<file path="config.mk">
export PLATFORM = sky130hd
export DESIGN_NAME = id_stage
export DESIGN_NICKNAME = d
export VERILOG_FILES = /design/src/rtl/mips_pkg.sv /design/src/rtl/reg_file.sv /design/src/rtl/id_stage.sv
export SDC_FILE = /design/constraint.sdc
export NUM_CORES = 2
export LEC_CHECK = 0
export ABC_CLOCK_PERIOD_IN_PS = 80200
export CELL_PAD_IN_SITES_DETAIL_PLACEMENT = 1
export CELL_PAD_IN_SITES_GLOBAL_PLACEMENT = 1
export CORE_ASPECT_RATIO = 1.75
export CORE_MARGIN = 10
export CORE_UTILIZATION = 30
export DETAILED_ROUTE_END_ITERATION = 16
export HOLD_SLACK_MARGIN = 0.03
export PLACE_DENSITY = 0.5
export SYNTH_ARGS = -nofsm -noshare
export SYNTH_HDL_FRONTEND = slang
export SYNTH_SLANG_ARGS = --single-unit
</file>
<file path="constraint.sdc">
create_clock -name clk -period 80.2 [get_ports clk]
set_input_delay 20.05 -clock clk [delete_from_list [all_inputs] [get_ports clk]]
set_output_delay 20.05 -clock clk [all_outputs]
set_load 0.005 [all_outputs]
</file>
<file path="src/rtl/mips_pkg.sv">
// rtl/mips_pkg.sv - MIPS opcode and funct encodings shared by decode and ALU
package mips_pkg;

    localparam logic [5:0] OP_RTYPE = 6'b000000;
    localparam logic [5:0] OP_ADDI  = 6'b001000;
    localparam logic [5:0] OP_ANDI  = 6'b001100;
    localparam logic [5:0] OP_LW    = 6'b100011;
    localparam logic [5:0] OP_SW    = 6'b101011;
    localparam logic [5:0] OP_BEQ   = 6'b000100;
    localparam logic [5:0] OP_BNE   = 6'b000101;
    localparam logic [5:0] OP_J     = 6'b000010;

    localparam logic [5:0] F_ADD = 6'b100000;
    localparam logic [5:0] F_SUB = 6'b100010;
    localparam logic [5:0] F_AND = 6'b100100;
    localparam logic [5:0] F_OR  = 6'b100101;
    localparam logic [5:0] F_XOR = 6'b100110;
    localparam logic [5:0] F_SLT = 6'b101010;
    localparam logic [5:0] F_SLL = 6'b000000;
    localparam logic [5:0] F_SRL = 6'b000010;

endpackage

</file>
<file path="src/rtl/reg_file.sv">
// rtl/reg_file.sv - 2-read 1-write register file, r0 reads zero, write-first bypass
module reg_file #(
    parameter int NREGS = 32,
    parameter int XLEN  = 32,
    parameter int AW    = $clog2(NREGS)
) (
    input  logic            clk,
    input  logic            rst,
    input  logic [AW-1:0]   ra1_i,
    input  logic [AW-1:0]   ra2_i,
    output logic [XLEN-1:0] rd1_o,
    output logic [XLEN-1:0] rd2_o,
    input  logic            we_i,
    input  logic [AW-1:0]   wa_i,
    input  logic [XLEN-1:0] wd_i
);

    logic [XLEN-1:0] regs_q [NREGS];

    // Storage: cleared on reset, writes to r0 dropped so it stays zero
    always_ff @(posedge clk or posedge rst) begin
        if (rst) begin
            for (int i = 0; i < NREGS; i++) begin
                regs_q[i] <= '0;
            end
        end else if (we_i && (wa_i != '0)) begin
            regs_q[wa_i] <= wd_i;
        end
    end

    // Read ports: a same-cycle writeback to the read index wins over storage
    always_comb begin
        rd1_o = regs_q[ra1_i];
        rd2_o = regs_q[ra2_i];
        if (ra1_i == '0) begin
            rd1_o = '0;
        end else if (we_i && (wa_i == ra1_i)) begin
            rd1_o = wd_i;
        end
        if (ra2_i == '0) begin
            rd2_o = '0;
        end else if (we_i && (wa_i == ra2_i)) begin
            rd2_o = wd_i;
        end
    end

endmodule

</file>
<file path="src/rtl/id_stage.sv">
// rtl/id_stage.sv - MIPS decode stage: regfile read, control decode, load-use stall, ID/EX register
module id_stage
    import mips_pkg::*;
#(
    parameter int NREGS = 32,
    parameter int XLEN  = 32
) (
    input  logic            clk,
    input  logic            rst,
    input  logic            in_valid,
    input  logic [31:0]     in_instr,
    input  logic [XLEN-1:0] in_pc,
    input  logic            flush,
    input  logic            wb_en,
    input  logic [4:0]      wb_addr,
    input  logic [XLEN-1:0] wb_data,
    output logic            stall,
    output logic            out_valid,
    output logic [5:0]      out_opcode,
    output logic [5:0]      out_funct,
    output logic [4:0]      out_shamt,
    output logic [XLEN-1:0] out_src,
    output logic [XLEN-1:0] out_targ,
    output logic [XLEN-1:0] out_imm,
    output logic [XLEN-1:0] out_pc,
    output logic [4:0]      out_dest,
    output logic            out_reg_write,
    output logic            out_mem_read,
    output logic            out_mem_write,
    output logic            out_illegal
);

    logic [5:0]      opcode;
    logic [5:0]      funct;
    logic [4:0]      rs;
    logic [4:0]      rt;
    logic [4:0]      rd;
    logic [XLEN-1:0] rs_val;
    logic [XLEN-1:0] rt_val;

    assign opcode = in_instr[31:26];
    assign rs     = in_instr[25:21];
    assign rt     = in_instr[20:16];
    assign rd     = in_instr[15:11];
    assign funct  = in_instr[5:0];

    reg_file #(
        .NREGS (NREGS),
        .XLEN  (XLEN)
    ) u_reg_file (
        .clk   (clk),
        .rst   (rst),
        .ra1_i (rs),
        .ra2_i (rt),
        .rd1_o (rs_val),
        .rd2_o (rt_val),
        .we_i  (wb_en),
        .wa_i  (wb_addr),
        .wd_i  (wb_data)
    );

    logic [4:0]      dec_dest;
    logic            dec_rw;
    logic            dec_mr;
    logic            dec_mw;
    logic            dec_ill;
    logic            dec_rt_used;
    logic [XLEN-1:0] dec_imm;

    // Control decode; illegal encodings leave every control bit clear
    always_comb begin
        dec_dest    = '0;
        dec_rw      = 1'b0;
        dec_mr      = 1'b0;
        dec_mw      = 1'b0;
        dec_ill     = 1'b0;
        dec_rt_used = 1'b0;
        dec_imm     = {{(XLEN-16){in_instr[15]}}, in_instr[15:0]};
        unique case (opcode)
            OP_RTYPE: begin
                dec_rt_used = 1'b1;
                unique case (funct)
                    F_ADD, F_SUB, F_AND, F_OR, F_XOR, F_SLT, F_SLL, F_SRL: begin
                        dec_dest = rd;
                        dec_rw   = 1'b1;
                    end
                    default: dec_ill = 1'b1;
                endcase
            end
            OP_ADDI: begin
                dec_dest = rt;
                dec_rw   = 1'b1;
            end
            OP_ANDI: begin
                dec_dest = rt;
                dec_rw   = 1'b1;
                dec_imm  = {{(XLEN-16){1'b0}}, in_instr[15:0]};
            end
            OP_LW: begin
                dec_dest = rt;
                dec_rw   = 1'b1;
                dec_mr   = 1'b1;
            end
            OP_SW: begin
                dec_mw      = 1'b1;
                dec_rt_used = 1'b1;
            end
            OP_BEQ, OP_BNE: dec_rt_used = 1'b1;
            OP_J:    dec_imm = {{(XLEN-26){1'b0}}, in_instr[25:0]};
            default: dec_ill = 1'b1;
        endcase
    end

    // Load-use: the load in ID/EX produces a register this instruction reads
    assign stall = !rst && in_valid && !flush &&
                   out_valid && out_mem_read && (out_dest != '0) &&
                   ((out_dest == rs) || (dec_rt_used && (out_dest == rt)));

    // ID/EX register: flush drops the entry, stall inserts a bubble, else capture decode
    always_ff @(posedge clk or posedge rst) begin
        if (rst) begin
            out_valid     <= 1'b0;
            out_opcode    <= '0;
            out_funct     <= '0;
            out_shamt     <= '0;
            out_src       <= '0;
            out_targ      <= '0;
            out_imm       <= '0;
            out_pc        <= '0;
            out_dest      <= '0;
            out_reg_write <= 1'b0;
            out_mem_read  <= 1'b0;
            out_mem_write <= 1'b0;
            out_illegal   <= 1'b0;
        end else if (flush) begin
            out_valid <= 1'b0;
        end else if (stall) begin
            out_valid     <= 1'b0;
            out_dest      <= '0;
            out_reg_write <= 1'b0;
            out_mem_read  <= 1'b0;
            out_mem_write <= 1'b0;
            out_illegal   <= 1'b0;
        end else begin
            out_valid     <= in_valid;
            out_opcode    <= opcode;
            out_funct     <= funct;
            out_shamt     <= in_instr[10:6];
            out_src       <= rs_val;
            out_targ      <= rt_val;
            out_imm       <= dec_imm;
            out_pc        <= in_pc;
            out_dest      <= in_valid ? dec_dest : 5'd0;
            out_reg_write <= in_valid && dec_rw;
            out_mem_read  <= in_valid && dec_mr;
            out_mem_write <= in_valid && dec_mw;
            out_illegal   <= in_valid && dec_ill;
        end
    end

endmodule

</file>
# Word-level counts from Yosys, hierarchy flattened
# Index checks and enable logic that the tools add are counted.
[word_totals] ff_bits=1179 in_bits=106 out_inout_bits=156 wordCells=132
[op_classes] n_lt_le_gt_ge=4 n_eq_ne=18 muxes=31 n_bitwise=5 n_reduce_logical=29
[ops] operator="1024-bit bitwise mux" count=1
[ops] operator="32-bit binary-select mux with 5-bit select" count=2
[ops] operator="32-bit two-way mux" count=9
[ops] operator="32-bit demux with 5-bit select" count=1
[ops] operator="32-bit one-hot mux with 2 select lines" count=1
[ops] operator="6-bit == test, second input constant" count=8
[ops] operator="5-bit == test" count=4
[ops] operator="6-bit >= comparator, second input constant" count=3
[ops] operator="5-bit inverter with 6-bit output" count=3
[ops] operator="1-bit logical AND" count=15
[ops] operator="5-bit two-way mux" count=3
[ops] operator="6-bit by 2-bit == test with 1-bit output, second input constant" count=2
[ops] operator="6-bit by 3-bit == test with 1-bit output, second input constant" count=2
[ops] operator="6-bit by 4-bit == test with 1-bit output, second input constant" count=2
[ops] operator="6-bit logical NOT" count=2
[ops] operator="1-bit two-way mux" count=11
[ops] operator="5-bit logical NOT" count=2
[ops] operator="5-bit one-hot mux with 2 select lines" count=1
[ops] operator="5-bit nonzero test" count=2
[ops] operator="8-bit OR reduction" count=1
[ops] operator="7-bit OR reduction" count=1
[ops] operator="6-bit by 1-bit < comparator with 1-bit output, second input constant" count=1
[ops] operator="1-bit one-hot mux with 2 select lines" count=2
[ops] operator="4-bit OR reduction" count=1
[ops] operator="other kinds (5)" count=7

# Longest topological paths before layout
[logic_depth] depth_word=9 depth_mapped=10 ltp_nobuf=7

# Cells and area by module
# From an unflattened synthesis, not the netlist that was laid out.
[unflattened] hier_cells=4199 area_unflattened_um2=60610.6
[by_module_without_submodules] mod="reg_file" instances=1 cells_per_inst=3811 area_each_um2=54835.1 seq_area_each_um2=25624.6
[by_module_without_submodules] mod="id_stage" instances=1 cells_per_inst=388 area_each_um2=5775.5 seq_area_each_um2=3478.3

# Worst setup path after synthesis
# Ideal clock, no wire load.
[synth_path] kind="input to output" from="input port in_instr[20]" to="output port stall" arrival_ps=21301 required_time_ps=60150 setup_slack_ps=38849 stages=5 n_path_buf=1 path_cell_list="clkbuf_1 -> xnor2_1 -> nand4_1 -> or4_1 -> a21oi_2"
[synth_via] elab_chain_cells=4
[synth_rtl] element="from (decl)" line_no="id_stage.sv:11" rtl="input logic [31:0] in_instr,"
[synth_rtl] element="5-bit == test" line_no="id_stage.sv:117" rtl="((out_dest == rs) || (dec_rt_used && (out_dest == rt)));"
[synth_rtl] element="1-bit logical AND" line_no="id_stage.sv:117"
[synth_rtl] element="1-bit logical OR" line_no="id_stage.sv:117"
[synth_rtl] element="1-bit logical AND" line_no="id_stage.sv:116" rtl="out_valid && out_mem_read && (out_dest != '0) &&"
[synth_rtl] element="to (decl)" line_no="id_stage.sv:17" rtl="output logic stall,"
# No other way between the ends.

# Worst setup path after layout
[layout_path] from="input port in_instr[19]" to="output port stall"
# Same word-level chain as after synthesis.

==> run_results.csv <==
group,metric,value,unit
critical_path,crit_end,"stall",
sta,setup_viol,0,
power_and_ir_drop,ir_drop,0.0186,mV
placement,globalplace.congestion,0.753,
power_and_ir_drop,power.switching,0.471,mW
placement,pre_cts_ws,37.38,ns
power_and_ir_drop,internal-power,1.22,mW
sta,rsz0062_at_grt,"no",
power_and_ir_drop,p_clk_share,34.3,%
floorplanning,rows,215,
finish,drive_above_1_share,46.0,%
synthesis,synthCells,3928,
power_and_ir_drop,power_frac_comb,19.8,%
synthesis,synth_area,58900,sq um
cts,path_clk_slew,0.06,ns
floorplanning,die_w,355,microns
critical_path,reg2reg_depth,6,
synthesis,yosys_warnings,0,
cts,cts_tree,"done",
critical_path,cpMaxStageDelayCell,"clkdlybuf4s50_1",
sta,slew_viol_final,0,
run,cap_violations,0,
floorplanning,die_y,606,microns
placement,port_buffers,261,
critical_path,crit_family,"buffers and inverters",
sta,worst_slack,37.39,ns
sta,layout_min_cycle_time,42.81,ns
cts,cts_setup_buffers,0,
critical_path,cp_common_cell,"clkdlybuf4s50_1",
worst_hold_path,hold_depth,0,
synthesis,synth_top_area_cell,"dfrtp_1",
cts,cts_resized,0,
grt,grt_max_degree,164,
critical_path,crit_chain,"clkdlybuf4s50_1, xor2_1, or4_1, a21oi_2, clkdlybuf4s50_1",
critical_path,r2r-start,"out_dest[2]",
cts,cts_buffer_depth,3,
critical_path,worst-path-buf-inv,2,
power_and_ir_drop,seq_power_share,45.9,%
synthesis,synth_cell_types,50,
grt,grt_util_all_layers,22.0,%
critical_path,critical_path_depth,5,
cts,cts_root_buf,"clkbuf_16",
placement,dp_hpwl,137000,microns
synthesis,ys_seq_area_share,49.4,%
route,first_pass_iters,7,
finish,final_common_cell,"dfrtp_1",
floorplanning,die_area,215000,sq um
route,drtIter0Drc,2483,
route,drc,0,
finish,nets,4066,
finish,mostFrequentLayoutCells,"dfrtp_1, mux2_2, mux4_2",
sta,relSlewSlack,16.3,%
critical_path,required,60.15,ns
critical_path,crit_path_end_kind,"output port",
route,dr_total_vias,38600,
grt,antenna_found_initial,8,
finish,final_core_util,34.8,%
floorplanning,core,196000,sq um
finish,areaGrowthSynthToFinish,15.6,%
route,detail_route.vias_per_cell,5.79,
worst_hold_path,worstHoldStart,"u_reg_file.regs_q[1007]",
grt,gr-total-overflow,0,
route,finalWirelength,242000,microns
sta,fin_setup_tns,0,ns
grt,grt_pass1_wl,342000,microns
critical_path,critPathLaunchType,"primary input",
cts,htree_num_levels,3,
finish,design_area,68100,sq um
synthesis,async_flop_share,100,%
critical_path,crit_path_max_incr_delay,0.97,ns
floorplanning,io_pins,262,
synthesis,synth-edff-count,0,
sta,finalHoldViolations,0,
run_status,outcome,"finished, final reports clean",
placement,placedCellCount,6445,
synthesis,synth_nets,4034,
power_and_ir_drop,netSwitchingFraction,27.9,%
cts,numCtsBuffers,117,
critical_path,reg2reg_to,"out_pc[23]",
sta,fmax,23.4,MHz
critical_path,crit_arrival,22.76,ns
critical_path,r2r_setup_slack,76.37,ns
critical_path,cp-startpoint,"in_instr[19]",
power_and_ir_drop,power.density,24.8,nW/um^2
route,detail_route.wl_per_cell,36.3,microns
cts,postCtsHoldBufs,0,
sta,fin_skew,0.0405,ns
cts,insertion_delay,0.74,ns
placement,placed_cell_area,64200,sq um
sta,worstMarginPinSlew,1.25,ns
synthesis,syn_area_per_cell,15.0,sq um
floorplanning,initial_utilization,30.1,%
finish,fin_cells,6659,
sta,finalCritPeriodShare,53.4,%
cts,clock-sinks,1163,
synthesis,synthFlopType,"dfrtp_1",
power_and_ir_drop,p_leak,28.5,nW
synthesis,synthTopCellsByArea,"dfrtp_1, mux2_2, mux4_2, mux2i_1, clkbuf_1",
grt,grt_pass1_vias,42000,
synthesis,synth-seq-cells,1163,
synthesis,synth_top_area_share,49.4,%
critical_path,cp_max_fo,12,
critical_path,crit_type,"in -> out",
worst_hold_path,min_path_type,"reg -> reg",
route,drtAntennaViolNets,0,
kinds of logic after synthesis:
group / share of synthesized area [%]
muxes: 39.3
DFF: 49.4
buffers and inverters: 3.34
AOI/OAI and AO/OA: 5.84
and+or+nand+nor: 1.80
xor gates and xnor gates: 0.297
final cells by class:
type | count | area, sq um
clock inverter | 33 | 332
antenna | 1 | 2.50
inverter | 5 | 26.3
clock buffer | 180 | 3610
sequential | 1163 | 29100
timing repair buffer | 379 | 3610
multi-input combinational | 2294 | 28200
tap | 2604 | 3260
fill | 19900 | 127000
synth_stat cells, types with 3 or more instances:
| master | count |
|---|---|
| xor2_1 | 11 |
| xnor2_1 | 9 |
| and3b_1 | 3 |
| or3_1 | 4 |
| buf_4 | 21 |
| nor4_1 | 5 |
| a22oi_1 | 36 |
| a21oi_1 | 23 |
| buf_1 | 69 |
| mux2i_1 | 126 |
| o221ai_1 | 32 |
| a32o_1 | 3 |
| mux2_2 | 1044 |
| dfrtp_1 | 1163 |
| nand3_1 | 6 |
| o21ai_0 | 21 |
| nor2_1 | 26 |
| or4_1 | 36 |
| mux4_2 | 449 |
| buf_2 | 98 |
| a22o_1 | 32 |
| nor2b_1 | 4 |
| inv_1 | 4 |
| a211oi_1 | 70 |
| nand2_1 | 41 |
| o211ai_2 | 3 |
| o22ai_1 | 159 |
| clkbuf_1 | 278 |
| nor3_1 | 40 |
| nor3b_1 | 5 |
| nand3b_1 | 8 |
| a2111oi_0 | 13 |
| a221o_1 | 64 |
metrics by stage:
stage          hold WS (ns)  total power, mW
3_3_place_gp          0.380             1.11
2_1_floorplan         0.441            0.995
4_1_cts               0.398             1.71
5_1_grt               0.413             1.76
6_report              0.398             1.69
3_5_place_dp          0.384             1.12
worst min path at each step:
stage	to	slack [ns]
after CTS	u_reg_file.regs_q[997]	0.40
final	u_reg_file.regs_q[1007]	0.40
after floorplan	u_reg_file.regs_q[1000]	0.44
after global placement	u_reg_file.regs_q[992]	0.38
after global routing	u_reg_file.regs_q[1013]	0.41
after detailed placement	u_reg_file.regs_q[997]	0.38
worst reg2reg max path, cell delays in order (launching register included):
cell and delay, ns:
dfrtp_1 0.51, xnor2_1 0.23, nand4_1 0.14, or4_1 0.67, o211ai_4 0.83, buf_4 0.80
mux2_2 0.50
state kept, by name (all words and copies together) (netlist names):
signal             count
out_dest               5
out_funct              5
out_illegal            1
out_imm               18
out_mem_read           1
out_mem_write          1
out_opcode             6
out_pc                32
out_reg_write          1
out_shamt              4
out_src               32
out_targ              32
out_valid              1
u_reg_file.regs_q   1024
metal layers:
| layer | GRT usage [%] | part of all wire [%] | vias up |
|---|---|---|---|
| met5 | 0 | 0 | - |
| met4 | 6.55 | 3.1 | 0 |
| met3 | 2.99 | 4.2 | 309 |
| met2 | 38.6 | 51 | 1063 |
| met1 | 28.1 | 42 | 21900 |
| li1 | - | - | 15400 |
power groups by stage:
stage | combinational, mW | sequential, mW | clock [mW]
after floorplan | 0.239 | 0.756 | 0
after global placement | 0.332 | 0.776 | 0
after detailed placement | 0.339 | 0.783 | 0
after CTS | 0.340 | 0.772 | 0.595
after global routing | 0.358 | 0.787 | 0.616
final | 0.334 | 0.774 | 0.579
Note: power is estimated with default switching activity, not from simulation.
